`config.mk`:
```
export PLATFORM = sky130hd
export DESIGN_NAME = exc_pc_track_flat
export DESIGN_NICKNAME = d
export VERILOG_FILES = /design/src/rtl/exc_pc_track_if.sv /design/src/rtl/exc_pc_track.sv /design/src/flat_wrapper.sv
export SDC_FILE = /design/constraint.sdc
export NUM_CORES = 1
export LEC_CHECK = 0
export ABC_CLOCK_PERIOD_IN_PS = 2800
export CAP_MARGIN = 20
export CORE_UTILIZATION = 35
export DETAILED_ROUTE_END_ITERATION = 8
export DONT_BUFFER_PORTS = 1
export PLACE_DENSITY = 0.47
export SLEW_MARGIN = 20
export SYNTH_ARGS = -nofsm -noshare
export SYNTH_HDL_FRONTEND = slang
export SYNTH_SLANG_ARGS = --single-unit
```
`constraint.sdc`:
```
create_clock -name clk -period 2.8 [get_ports clk]
set_input_delay 0.28 -clock clk [delete_from_list [all_inputs] [get_ports clk]]
set_output_delay 0.28 -clock clk [all_outputs]
set_load 0.05 [all_outputs]
```
`src/rtl/exc_pc_track_if.sv`:
```
// Bus bundle for exc_pc_track: pipeline control, PC/BD inputs, CP0 controls
// and the EPC/BD/EXL results. The core side uses the slave modport.
interface exc_pc_track_if #(
  parameter int WIDTH = 32
);
  logic             stall;
  logic             flush;
  logic [WIDTH-1:0] pc_in;
  logic             bd_in;
  logic             valid_in;
  logic             exc_req;
  logic             eret;
  logic             cp0_we;
  logic [WIDTH-1:0] cp0_wdata;
  logic [WIDTH-1:0] victim_pc;
  logic [WIDTH-1:0] epc_out;
  logic             bd_out;
  logic             exl;

  modport master (
    output stall, flush, pc_in, bd_in, valid_in, exc_req, eret, cp0_we, cp0_wdata,
    input  victim_pc, epc_out, bd_out, exl
  );

  modport slave (
    input  stall, flush, pc_in, bd_in, valid_in, exc_req, eret, cp0_we, cp0_wdata,
    output victim_pc, epc_out, bd_out, exl
  );
endinterface

```
`src/rtl/exc_pc_track.sv`:
```
// Exception-PC tracker: shifts PC/BD/valid from decode to commit and latches EPC/BD/EXL.
// Define EXC_PC_BD_ADJUST_EN to back the victim PC up one word for delay-slot instructions.
module exc_pc_track #(
  parameter int               WIDTH    = 32,
  parameter int               STAGES   = 3,
  parameter logic [WIDTH-1:0] RESET_PC = 32'h0000_3000
) (
  input logic         clk,
  input logic         reset,
  exc_pc_track_if.slave bus
);

  logic [WIDTH-1:0]  pc_q [STAGES];
  logic [WIDTH-1:0]  pc_d [STAGES];
  logic [STAGES-1:0] bd_q, bd_d;
  logic [STAGES-1:0] valid_q, valid_d;

  logic [WIDTH-1:0]  epc_q, epc_d;
  logic              bd_out_q, bd_out_d;
  logic              exl_q, exl_d;

  logic [WIDTH-1:0]  aligned_pc;
  logic [WIDTH-1:0]  victim_pc;
  logic              commit_bd;

  // Stalls keep entry 0 and hand a bubble with its PC down the line, so an
  // interrupt landing on the bubble still resumes at the held instruction.
  always_comb begin
    // NOTE: every always_comb output gets a default first so no path can infer a latch.
    pc_d    = pc_q;
    bd_d    = bd_q;
    valid_d = valid_q;
    if (bus.flush) begin
      bd_d    = '0;
      valid_d = '0;
    end else if (bus.stall) begin
      for (int i = 2; i < STAGES; i++) begin
        pc_d[i]    = pc_q[i-1];
        bd_d[i]    = bd_q[i-1];
        valid_d[i] = valid_q[i-1];
      end
      pc_d[1]    = pc_q[0];
      bd_d[1]    = bd_q[0];
      valid_d[1] = 1'b0;
    end else begin
      for (int i = 1; i < STAGES; i++) begin
        pc_d[i]    = pc_q[i-1];
        bd_d[i]    = bd_q[i-1];
        valid_d[i] = valid_q[i-1];
      end
      pc_d[0]    = bus.pc_in;
      bd_d[0]    = bus.bd_in;
      valid_d[0] = bus.valid_in;
    end
  end

  assign aligned_pc = {pc_q[STAGES-1][WIDTH-1:2], 2'b00};

`ifdef EXC_PC_BD_ADJUST_EN
  assign commit_bd = bd_q[STAGES-1];
  assign victim_pc = commit_bd ? (aligned_pc - WIDTH'(4)) : aligned_pc;
`else
  assign commit_bd = 1'b0;
  assign victim_pc = aligned_pc;
`endif

  // Nested exceptions leave EPC/BD untouched; EXL simply stays set.
  always_comb begin
    epc_d    = epc_q;
    bd_out_d = bd_out_q;
    exl_d    = exl_q;
    if (bus.exc_req) begin
      if (!exl_q) begin
        epc_d    = victim_pc;
        bd_out_d = commit_bd;
      end
      exl_d = 1'b1;
    end else if (bus.eret) begin
      exl_d = 1'b0;
    end else if (bus.cp0_we) begin
      epc_d = {bus.cp0_wdata[WIDTH-1:2], 2'b00};
    end
  end

  always_ff @(posedge clk) begin
    // NOTE: state registers use non-blocking assignment so every flop samples pre-edge values.
    if (reset) begin
      for (int i = 0; i < STAGES; i++) pc_q[i] <= RESET_PC;
      bd_q     <= '0;
      valid_q  <= '0;
      epc_q    <= '0;
      bd_out_q <= 1'b0;
      exl_q    <= 1'b0;
    end else begin
      pc_q     <= pc_d;
      bd_q     <= bd_d;
      valid_q  <= valid_d;
      epc_q    <= epc_d;
      bd_out_q <= bd_out_d;
      exl_q    <= exl_d;
    end
  end

  assign bus.victim_pc = victim_pc;
  assign bus.epc_out   = epc_q;
  assign bus.bd_out    = bd_out_q;
  assign bus.exl       = exl_q;

  // Bits that carry no meaning past the commit stage or below word alignment.
  logic unused_bits;
  assign unused_bits = ^{bus.cp0_wdata[1:0], pc_q[STAGES-1][1:0],
                         valid_q[STAGES-1], bd_q[STAGES-1]};

endmodule

```
`src/flat_wrapper.sv`:
```
// flat-port wrapper written by rule: the top's interface ports become plain ports
module exc_pc_track_flat 
#(
  parameter int               WIDTH    = 32,
  parameter int               STAGES   = 3,
  parameter logic [WIDTH-1:0] RESET_PC = 32'h0000_3000
)
  (clk, reset, bus_stall, bus_flush, bus_pc_in, bus_bd_in, bus_valid_in, bus_exc_req, bus_eret, bus_cp0_we, bus_cp0_wdata, bus_victim_pc, bus_epc_out, bus_bd_out, bus_exl);
  exc_pc_track_if #(.WIDTH(WIDTH)) bus_i ();
  input logic clk;
  input logic reset;
  input wire logic [$bits(bus_i.stall)-1:0] bus_stall;
  input wire logic [$bits(bus_i.flush)-1:0] bus_flush;
  input wire logic [$bits(bus_i.pc_in)-1:0] bus_pc_in;
  input wire logic [$bits(bus_i.bd_in)-1:0] bus_bd_in;
  input wire logic [$bits(bus_i.valid_in)-1:0] bus_valid_in;
  input wire logic [$bits(bus_i.exc_req)-1:0] bus_exc_req;
  input wire logic [$bits(bus_i.eret)-1:0] bus_eret;
  input wire logic [$bits(bus_i.cp0_we)-1:0] bus_cp0_we;
  input wire logic [$bits(bus_i.cp0_wdata)-1:0] bus_cp0_wdata;
  output wire logic [$bits(bus_i.victim_pc)-1:0] bus_victim_pc;
  output wire logic [$bits(bus_i.epc_out)-1:0] bus_epc_out;
  output wire logic [$bits(bus_i.bd_out)-1:0] bus_bd_out;
  output wire logic [$bits(bus_i.exl)-1:0] bus_exl;
  assign bus_i.stall = bus_stall;
  assign bus_i.flush = bus_flush;
  assign bus_i.pc_in = bus_pc_in;
  assign bus_i.bd_in = bus_bd_in;
  assign bus_i.valid_in = bus_valid_in;
  assign bus_i.exc_req = bus_exc_req;
  assign bus_i.eret = bus_eret;
  assign bus_i.cp0_we = bus_cp0_we;
  assign bus_i.cp0_wdata = bus_cp0_wdata;
  assign bus_victim_pc = bus_i.victim_pc;
  assign bus_epc_out = bus_i.epc_out;
  assign bus_bd_out = bus_i.bd_out;
  assign bus_exl = bus_i.exl;
  exc_pc_track #(.WIDTH(WIDTH), .STAGES(STAGES), .RESET_PC(RESET_PC)) u_core (.clk(clk), .reset(reset), .bus(bus_i));
endmodule
```
==> parameters.txt, run 1 <==
Parameter                              Value

Synth
  Register bit count reported by yosys    121
  Number of unique standard cell types used by synthesis    19
  Syn avg cell area    9.93 µm²
  Sequential share of the synthesized area    45.8%
  Number of enable-type register cells in the synthesized netlist    0
  Share of synthesized flip-flops with an asynchronous set or reset    0%
  Mapped Area    0.00529 mm²
  Portion of synthesized cell area occupied by the leading cell type    45.8%
  Cell type contributing the most total cell area after synthesis    sky130_fd_sc_hd__dfxtp_1
  Top cells by area, synth    sky130_fd_sc_hd__dfxtp_1 (46%), sky130_fd_sc_hd__mux2i_1 (16%), sky130_fd_sc_hd__mux2_4 (8.5%), sky130_fd_sc_hd__buf_4 (5.8%), sky130_fd_sc_hd__a21oi_1 (5.6%)
  Syn Inst Count    533
  Most frequent cell after synthesis    sky130_fd_sc_hd__dfxtp_1
  Synthesis warning total    0
  Top_reg_cell synth    sky130_fd_sc_hd__dfxtp_1
  Leading cell types by count after synthesis    sky130_fd_sc_hd__dfxtp_1 (121), sky130_fd_sc_hd__mux2i_1 (86), sky130_fd_sc_hd__nand2_1 (60), sky130_fd_sc_hd__a21oi_1 (59), sky130_fd_sc_hd__nor2_1 (58)

Routing
  Final routed DRC violation total    24
  Total via count in the routed design    3465
  Via density per instance    4.91
  1st-iter DRT viols    215
  Residual antenna-violating net count after detailed routing    0
  Number of iterations in the first detailed-routing pass    7
  Mean routed wirelength per cell    17.0 µm
  Routed wire length    12.0 mm

Clock tree
  Number of CTS-inserted buffers    17
  Total of hold buffers inserted after clock tree synthesis    22
  Later-pin clock latency in the skew report    0.41 ns
  Maximum clock insertion buffer count    2
  TritonCTS clock tree    built
  Clk pin slew, worst setup/hold paths    0.05 ns
  Sinks on Clock Net    121
  Number of H-tree levels    4
  CTS Root Buffer Type    sky130_fd_sc_hd__clkbuf_16
  Setup bufs post-CTS    0
  Total of cells resized after clock tree synthesis    0

Power and ir drop
  VDD IR-drop max    0.386 mV
  Pwr dens    742 mW/mm²
  Leakage dissipation    2.48 nW
  Total Power Consumption    0.00439 W

Die
  Placement row count    44
  Die ar.    0.0156 mm²
  Top Ports    139
  Floorplan Core Area    0.0146 mm²
  Chip height    125 µm
  Starting density of the core    36.2%
  Width of the chip    125 µm

Timing
  Final setup vio count    0
  Final hold vios    0
  Final sum of negative setup slack    0 ns
  Setup repair after global routing missed its margin    no
  Max Clock Freq    573 MHz
  Minimum clock period    1.75 ns
  Portion of the clock cycle consumed by the worst path in the final layout    62.3%
  Final Skew    0.00869 ns
  Smallest hold slack    0.0181 ns
  Measured slew at the worst slew-check pin    1.06 ns
  Rel. slew slack    28.8%
  Count of pins over their slew limit    0

Setup path
  Element type at the critical path start    flip-flop
  Data arrival, critical path    1.47 ns
  Highest net fanout along the worst path    19
  Kind of capture point of the worst setup path    primary output
  Kind of cell with the highest combined delay on the critical path    flip-flops
  Worst path max stage delay    0.74 ns
  Start-to-end type of the worst setup path    reg2out
  Required @ worst endpoint    2.52 ns
  CP cell instances    buf_4
  Critical Path Slowest Stage Cell    sky130_fd_sc_hd__dfxtp_2
  Count of buffer and inverter cells on the critical path    1

Finish
  # fillers    1419
  Diodes inserted    0
  Count of nets after finishing    582
  Count of non-filler cells in the finished layout    706
  Ratio of cells with drive above 1 in the final layout    13.0%
  Synthesis-to-layout area growth    11.9%

Global routing
  Initial antenna violation count    0
  Pin count of the biggest net entering global routing    92
  Global routing met1 resource utilization    21.1%
  Overflow left after global routing    0
  Met3 Track Usage GR    6.50%
  First-pass GRT wire length    19.3 mm
  Combined global-route utilization of all metal layers    15.9%
  Number of global-route vias before repair    3476
  Met2 global-route usage    22.7%
  Routing layer with the top usage in global route    met2

Run
  Max-cap violations    0

Run status
  Violated checks    design-rule violations
  Outcome    complete, but fails checks

Placement
  Port bufs    0
  Detailed placement HPWL    7.30 mm
  Cell count after placement    649
  Placer congestion estimate    0.708

Min path
  HP Class    in2reg
cell usage in the layout (no fill, tap or decap):
master                          netlist  final
sky130_fd_sc_hd__dfxtp_1            121    120
sky130_fd_sc_hd__mux2i_1             86     86
sky130_fd_sc_hd__nand2_1             60     60
sky130_fd_sc_hd__a21oi_1             59     59
sky130_fd_sc_hd__nor2_1              58     57
sky130_fd_sc_hd__mux2_4              30     30
sky130_fd_sc_hd__o21a_1              30     30
sky130_fd_sc_hd__dlygate4sd3_1        0     24
sky130_fd_sc_hd__clkbuf_16            0     17
sky130_fd_sc_hd__clkinv_2             0      7
sky130_fd_sc_hd__conb_1               1      5
sky130_fd_sc_hd__nor2b_1              4      4
sky130_fd_sc_hd__a211o_1              4      4
sky130_fd_sc_hd__clkbuf_8             0      4
sky130_fd_sc_hd__buf_4               41      3
sky130_fd_sc_hd__nand3b_1             2      2
sky130_fd_sc_hd__clkbuf_1            12      2
sky130_fd_sc_hd__bufinv_16            0      2
sky130_fd_sc_hd__nor2_2               0      1
sky130_fd_sc_hd__or2_2                1      1
sky130_fd_sc_hd__nand2b_4             1      1
sky130_fd_sc_hd__inv_1                1      1
sky130_fd_sc_hd__buf_16               0      1
sky130_fd_sc_hd__dfxtp_2              0      1
logic make-up (layout without fill, tap and decap cells):
kind of cell	Yosys count	count (layout)	share of synthesized area (%)
AO/OA/AOI/OAI	93	93	10.5
AND/OR/NAND/NOR	126	126	9.50
flip-flops	121	121	45.8
multiplexers	116	116	24.8
other	1	5	0.0708
buffers and inverters	76	61	9.41
final timing paths:
| kind | startpoint | end | slack, ns | cells past startpoint |
|---|---|---|---|---|
| max | u_core.bus.exl | bus_exl | 1.05 | 1 |
| min | bus_pc_in[7] | u_core.pc_q[71] | 0.02 | 2 |
| max reg2reg | u_core.bus.exl | u_core.bus.epc_out[6] | 1.11 | 4 |
| min reg2reg | u_core.pc_q[88] | u_core.pc_q[88] | 0.45 | 2 |
per-stage QoR:
| stage | setup slack, ns | cell area (µm²) | util [%] |
|---|---|---|---|
| floorplan | 1.30 | 5310 | - |
| detailed placement | 1.14 | 5070 | 34.6 |
| CTS | 1.05 | 5890 | 40.2 |
| finish | 1.05 | 5920 | 40.4 |
| global route | 1.02 | 5920 | 40.4 |
| global placement | 1.20 | 5070 | 34.6 |
flip-flops by register name, indices dropped and copies added (netlist names):
signal,count
u_core.bus.victim_pc,30
u_core.bus.epc_out,30
u_core.pc_q,60
u_core.bus.exl,1
report_power, final:
group / switching (W) / leakage (nW) / internal, W
clock: 0.000732 / 0.296 / 0.00139
sequential: 0.000176 / 0.988 / 0.00179
combinational: 0.000135 / 1.19 / 0.000170
area by class of cell:
type | instances | area (µm²) | area share [%]
clock buffers | 23 | 488 | 8.24
well taps | 184 | 230 | 3.89
clock inverters | 9 | 95.1 | 1.61
repair buffers | 28 | 290 | 4.90
inverters | 1 | 3.75 | 0.0634
flip-flops and latches | 121 | 2420 | 40.9
multi-input cells | 340 | 2390 | 40.4
per-layer routing:
metal / share of wire [%] / vias up
li1: - / 1719
met1: 50 / 1632
met2: 41 / 98
met3: 7.6 / 16
met4: 1.4 / 0
met5: 0 / -
Note: power is estimated with default switching activity, not from simulation.
==> run 2, diff against run 1 <==
--- a/config.mk
+++ b/config.mk
@@ -5,12 +5,12 @@
 export SDC_FILE = /design/constraint.sdc
 export NUM_CORES = 1
 export LEC_CHECK = 0
-export ABC_CLOCK_PERIOD_IN_PS = 2800
+export ABC_CLOCK_PERIOD_IN_PS = 1600
 export CAP_MARGIN = 20
 export CORE_UTILIZATION = 35
 export DETAILED_ROUTE_END_ITERATION = 8
 export DONT_BUFFER_PORTS = 1
-export PLACE_DENSITY = 0.47
+export PLACE_DENSITY = 0.49
 export SLEW_MARGIN = 20
 export SYNTH_ARGS = -nofsm -noshare
 export SYNTH_HDL_FRONTEND = slang
==> constraint.sdc (replaced) <==
create_clock -name clk -period 1.6 [get_ports clk]
set_input_delay 0.16 -clock clk [delete_from_list [all_inputs] [get_ports clk]]
set_output_delay 0.16 -clock clk [all_outputs]
set_load 0.05 [all_outputs]
==> run 2 against run 1 <==
The run still ends with design-rule violations left. Sequential share of layout area fell by 6.6 points. Global-route usage rose by 1.6 points. Worst hold slack improved by 0.0057 ns.
==> parameters.txt, run 2 (synthesis results as in run 1) <==
Parameter                              Value

Clock tree
  Sinks on Clock Net    121 (unchanged)
  Setup bufs post-CTS    0 (unchanged)
  TritonCTS clock tree    built
  CTS Root Buffer Type    sky130_fd_sc_hd__clkbuf_16
  Clk pin slew, worst setup/hold paths    0.05 ns (about the same)
  Number of H-tree levels    4 (unchanged)
  Number of CTS-inserted buffers    17 (unchanged)
  Maximum clock insertion buffer count    2 (unchanged)
  Later-pin clock latency in the skew report    0.41 ns (about the same)

Timing
  Measured slew at the worst slew-check pin    0.622 ns (-0.442 ns)
  Smallest hold slack    0.0238 ns (+0.00571 ns)
  Final sum of negative setup slack    0 ns (unchanged)
  Max Clock Freq    697 MHz
  Setup repair after global routing missed its margin    no
  Minimum clock period    1.44 ns
  Count of pins over their slew limit    0 (unchanged)
  Final setup vio count    0 (unchanged)
  Rel. slew slack    58.6% (+30 points)
  Portion of the clock cycle consumed by the worst path in the final layout    89.7%
  Final Skew    0.00622 ns (-0.00247 ns)
  Final hold vios    0 (unchanged)

Routing
  1st-iter DRT viols    187 (-13%)
  Routed wire length    13.1 mm (+8.9%)
  Number of iterations in the first detailed-routing pass    8 (+1)
  Residual antenna-violating net count after detailed routing    0 (unchanged)
  Mean routed wirelength per cell    15.8 µm (-7.1%)
  Final routed DRC violation total    26 (+8.3%)
  Via density per instance    4.80 (-2.2%)
  Total via count in the routed design    3973 (+15%)

Finish
  Most common cell after layout, fill and taps aside    sky130_fd_sc_hd__dfxtp_1
  Flip-flop count of the largest register after layout    60 (unchanged)
  Diodes inserted    0 (unchanged)
  Most frequent cells in the layout    sky130_fd_sc_hd__dfxtp_1 (120), sky130_fd_sc_hd__dlygate4sd3_1 (90), sky130_fd_sc_hd__mux2i_1 (86)
  Top reg by flops    u_core.pc_q
  Synthesis-to-layout area growth    33.4%
  Post-route cell area    0.00706 mm² (+19%)
  Count of nets after finishing    704 (+21%)
  Ratio of cells with drive above 1 in the final layout    19.4% (+6.4 points)
  Count of non-filler cells in the finished layout    828 (+17%)
  Post-layout util    48.2% (+7.8 points)

Die
  Starting density of the core    36.2% (unchanged)
  Chip height    125 µm (unchanged)
  Width of the chip    125 µm (unchanged)
  Top Ports    139 (unchanged)
  Placement row count    44 (unchanged)
  Die ar.    0.0156 mm² (unchanged)
  Floorplan Core Area    0.0146 mm² (unchanged)

Global routing
  Combined global-route utilization of all metal layers    17.5% (+1.6 points)
  Overflow left after global routing    0 (unchanged)
  Pin count of the biggest net entering global routing    73 (-21%)
  Number of global-route vias before repair    4022 (+16%)
  Initial antenna violation count    0 (unchanged)
  First-pass GRT wire length    21.3 mm (+11%)

Placement
  Placer congestion estimate    0.732 (+3.3%)
  Port bufs    0 (unchanged)
  Placement Cell Area    0.00549 mm² (+8.2%)
  Detailed placement HPWL    7.61 mm (+4.2%)
  Cell count after placement    703 (+8.3%)

Setup path
  Source of the critical timing path    u_core.bus.exl
  Setup slack of the worst register-to-register path    0.19 ns (-0.92 ns)
  Worst reg2reg path depth    4 (unchanged)
  Kind of capture point of the worst setup path    primary output
  Start-to-end type of the worst setup path    reg2out
  Data arrival, critical path    1.28 ns (-0.19 ns)
  Required @ worst endpoint    1.44 ns (-1.08 ns)
  Origin of the critical flop-to-flop path    u_core.bus.exl
  Element type at the critical path start    flip-flop
  Highest net fanout along the worst path    23 (+4)
  Timing endpoint of the critical path    bus_exl
  Destination of the worst register-to-register timing path    u_core.bus.exl

Run
  Max-cap violations    0 (unchanged)

Min path
  HP Class    in2reg

Power and ir drop
  Pwr dens    1120 mW/mm² (+51%)
  VDD IR-drop max    0.842 mV (+120%)
  Leakage dissipation    3.17 nW (+28%)

Run status
  Violated checks    design-rule violations
  Outcome    complete, but fails checks
## run 2: changes by cell type in the layout (fill, tap and decap cells not counted), sizes merged
cell | previous run | this run
clkbuf | 23 | 21
clkinv | 7 | 4
buf | 4 | 60
dlygate4sd3 | 24 | 90
clkinvlp | 0 | 5
## run 2: layout make-up
cell class              count  area, µm²
fillers                  1396       7580
flip-flops and latches    121       2420
multi-input cells         340       2390
repair buffers            150       1420
clock buffers              21        470
well taps                 184        230
clock inverters            11        121
inverters                   1       3.75
## run 2: worst min-delay path by stage
stage | startpoint | end | slack (ns) | cells past startpoint
2_1_floorplan | bus_pc_in[12] | u_core.pc_q[76] | 0.28 | 2
3_3_place_gp | reset | u_core.bus.exl | 0.24 | 1
3_5_place_dp | reset | u_core.bus.exl | 0.24 | 1
4_1_cts | bus_cp0_wdata[8] | u_core.bus.epc_out[8] | 0.009 | 2
5_1_grt | bus_cp0_wdata[8] | u_core.bus.epc_out[8] | 0.02 | 2
6_report | bus_cp0_wdata[8] | u_core.bus.epc_out[8] | 0.02 | 2
## run 2: worst max-delay path: stages (launching register included)
cell and delay [ns]:
sky130_fd_sc_hd__dfxtp_2 0.33, sky130_fd_sc_hd__buf_6 0.27, sky130_fd_sc_hd__buf_4 0.26
## run 2: per-stage QoR
| step | setup slack [ns] | power (W) |
|---|---|---|
| CTS | 0.0533 | 0.00800 |
| detailed placement | 0.386 | 0.00400 |
| global placement | 0.419 | 0.00398 |
| floorplan | 0.104 | 0.00399 |
| global route | 0.0971 | 0.00824 |
| finish | 0.165 | 0.00792 |
## run 2: per-layer routing
metal | vias to the layer above | share of wire [%] | GRT usage [%]
li1 | 1967 | - | -
met1 | 1885 | 47 | 22.2
met2 | 106 | 44 | 26.6
met3 | 15 | 7.1 | 6.63
met4 | 0 | 1.5 | 7.10
met5 | - | 0 | 0
## run 2: timing repair
action                                  in CTS  in global routing
endpoints found under the setup margin       0                  1
hold endpoints to repair                   121                  0
resized for setup                            0                  1
hold buffers                                93                  0
## run 2: power breakdown
group / switching, W / leakage, nW / total, W / internal (W)
Combinational: 0.000467 / 1.91 / 0.000901 / 0.000435
Sequential: 0.000129 / 0.988 / 0.00326 / 0.00313
Clock: 0.00135 / 0.277 / 0.00375 / 0.00241
Total: 0.00194 / 3.17 / 0.00792 / 0.00597
==> run 3, diff against run 2 <==
--- a/config.mk
+++ b/config.mk
@@ -7,6 +7,7 @@
 export LEC_CHECK = 0
 export ABC_CLOCK_PERIOD_IN_PS = 1600
 export CAP_MARGIN = 20
+export CORE_MARGIN = 3
 export CORE_UTILIZATION = 35
 export DETAILED_ROUTE_END_ITERATION = 8
 export DONT_BUFFER_PORTS = 1
==> run 3 against run 2 <==
The run now ends clean. Critical path depth rose by 2. Clock skew fell by 0.0015 ns. Fmax rose by 0.27%. Utilization rose by 0.085 points. Critical path type is now reg2reg.
==> parameters.txt, run 3 (synthesis results as in run 1) <==
Parameter                              Value

Run status
  Outcome    finished, final reports clean

Finish
  Post-layout util    48.3% (+0.085 points)
  Most frequent cells in the layout    sky130_fd_sc_hd__dfxtp_1 (120), sky130_fd_sc_hd__dlygate4sd3_1 (91), sky130_fd_sc_hd__mux2i_1 (86)
  Diodes inserted    0 (unchanged)
  Ratio of cells with drive above 1 in the final layout    18.8% (-0.59 points)
  Top reg by flops    u_core.pc_q
  Most common cell after layout, fill and taps aside    sky130_fd_sc_hd__dfxtp_1
  Flip-flop count of the largest register after layout    60 (unchanged)
  Synthesis-to-layout area growth    33.6%
  Count of nets after finishing    704 (unchanged)

Clock tree
  Number of CTS-inserted buffers    17 (unchanged)
  CTS Root Buffer Type    sky130_fd_sc_hd__clkbuf_16
  TritonCTS clock tree    built
  Total of cells resized after clock tree synthesis    0 (unchanged)
  Number of H-tree levels    4 (unchanged)
  Clk pin slew, worst setup/hold paths    0.05 ns (about the same)
  Sinks on Clock Net    121 (unchanged)
  Later-pin clock latency in the skew report    0.41 ns (about the same)
  Maximum clock insertion buffer count    2 (unchanged)

Die
  Chip height    129 µm (+3.2%)
  Placement row count    44 (unchanged)
  Width of the chip    129 µm (+3.2%)
  Top Ports    139 (unchanged)
  Floorplan Core Area    0.0146 mm² (unchanged)
  Die ar.    0.0166 mm² (+6.5%)
  Starting density of the core    36.2% (unchanged)

Setup path
  Origin of the critical flop-to-flop path    u_core.bus.exl
  Data arrival, critical path    1.77 ns (+0.49 ns)
  Highest net fanout along the worst path    32 (+39%)
  Element type at the critical path start    flip-flop
  Source of the critical timing path    u_core.bus.exl
  Required @ worst endpoint    1.94 ns (+0.50 ns)
  Kind of capture point of the worst setup path    flip-flop
  Critical Path Slowest Stage Cell    sky130_fd_sc_hd__dlygate4sd3_1
  Worst path max stage delay    0.55 ns (+0.22 ns)
  CP cell instances    buf_12 > a21oi_1 > nor2_1 > dlygate4sd3_1
  Start-to-end type of the worst setup path    reg2reg

Global routing
  Initial antenna violation count    0 (unchanged)
  Overflow left after global routing    0 (unchanged)
  Combined global-route utilization of all metal layers    16.0% (-1.5 points)
  Pin count of the biggest net entering global routing    73 (unchanged)
  First-pass GRT wire length    20.8 mm (-2.1%)
  Number of global-route vias before repair    3968 (-1.3%)

Timing
  Minimum clock period    1.43 ns (-0.00390 ns)
  Smallest hold slack    0.0882 ns (+0.0644 ns)
  Rel. slew slack    59.1% (+0.56 points)
  Setup repair after global routing missed its margin    no
  Measured slew at the worst slew-check pin    0.613 ns (-0.00833 ns)
  Max Clock Freq    699 MHz (+0.27%)
  Final sum of negative setup slack    0 ns (unchanged)
  Count of pins over their slew limit    0 (unchanged)
  Final setup vio count    0 (unchanged)
  Final Skew    0.00476 ns (-0.00146 ns)
  Final hold vios    0 (unchanged)
  Portion of the clock cycle consumed by the worst path in the final layout    89.5% (-0.24 points)

Min path
  HP Class    in2reg
  Min-Delay Startpoint    bus_flush

Routing
  Mean routed wirelength per cell    15.7 µm (about the same)
  Residual antenna-violating net count after detailed routing    0 (unchanged)
  Number of iterations in the first detailed-routing pass    4 (-4)
  Via density per instance    4.78 (-0.41%)
  Routed wire length    13.0 mm (-0.20%)
  1st-iter DRT viols    185 (-1.1%)
  Total via count in the routed design    3952 (-0.53%)
  Final routed DRC violation total    0 (-100%)

Power and ir drop
  Leakage dissipation    3.20 nW (+0.68%)
  Pwr dens    1140 mW/mm² (+1.8%)
  VDD IR-drop max    0.733 mV (-13%)

Placement
  Port bufs    0 (unchanged)
  Placer congestion estimate    0.695 (-5.0%)
  Detailed placement HPWL    7.56 mm (-0.65%)

Run
  Max-cap violations    0 (unchanged)
-- run 3: worst max-delay path, delay by kind of cell, from the launching register on --
kind	cells	cell delay, ns
DFF	1	0.34
buffers and inverters	2	0.82
and+or+nand+nor	1	0.09
AOI/OAI and AO/OA	1	0.12
-- run 3: final cells by class --
| type | count | area, µm² |
|---|---|---|
| fillers | 1379 | 7570 |
| flip-flops and latches | 121 | 2420 |
| multi-input cells | 340 | 2390 |
| repair buffers | 150 | 1420 |
| clock buffers | 21 | 450 |
| well taps | 184 | 230 |
| clock inverters | 10 | 150 |
| inverters | 1 | 3.75 |
-- run 3: timing repair --
item | CTS | global route
hold endpoints to repair | 121 | 0
buffers inserted | 0 | 0
hold buffers | 94 | 0
-- run 3: routing by layer --
layer | wire length, µm | track usage [%] | share of wire [%]
met5 | 0 | 0 | 0
met1 | 6200 | 20.9 | 48
met2 | 5620 | 24.2 | 43
met3 | 1000 | 5.81 | 7.7
met4 | 203 | 6.11 | 1.6
-- run 3: per-stage QoR --
step	total power, W	cell area, µm²	std cells	setup slack, ns
floorplan	0.00399	5310	537	0.104
global placement	0.00399	5490	702	0.478
detailed placement	0.00400	5490	702	0.408
CTS	0.00816	7070	827	0.155
global route	0.00837	7070	827	0.0614
finish	0.00807	7070	827	0.169
-- run 3: worst paths after layout --
| kind | end | slack [ns] | cells after the start |
|---|---|---|---|
| worst min-delay path | u_core.pc_q[45] | 0.09 | 2 |
| worst max-delay path | u_core.bus.exl | 0.17 | 4 |
| worst max register to register | u_core.bus.exl | 0.17 | 4 |
| worst min register to register | u_core.pc_q[94] | 0.45 | 2 |
-- run 3: power breakdown --
part           switching [W]  internal (W)
logic               0.000473      0.000437
clock network        0.00129       0.00262
registers           0.000122       0.00313
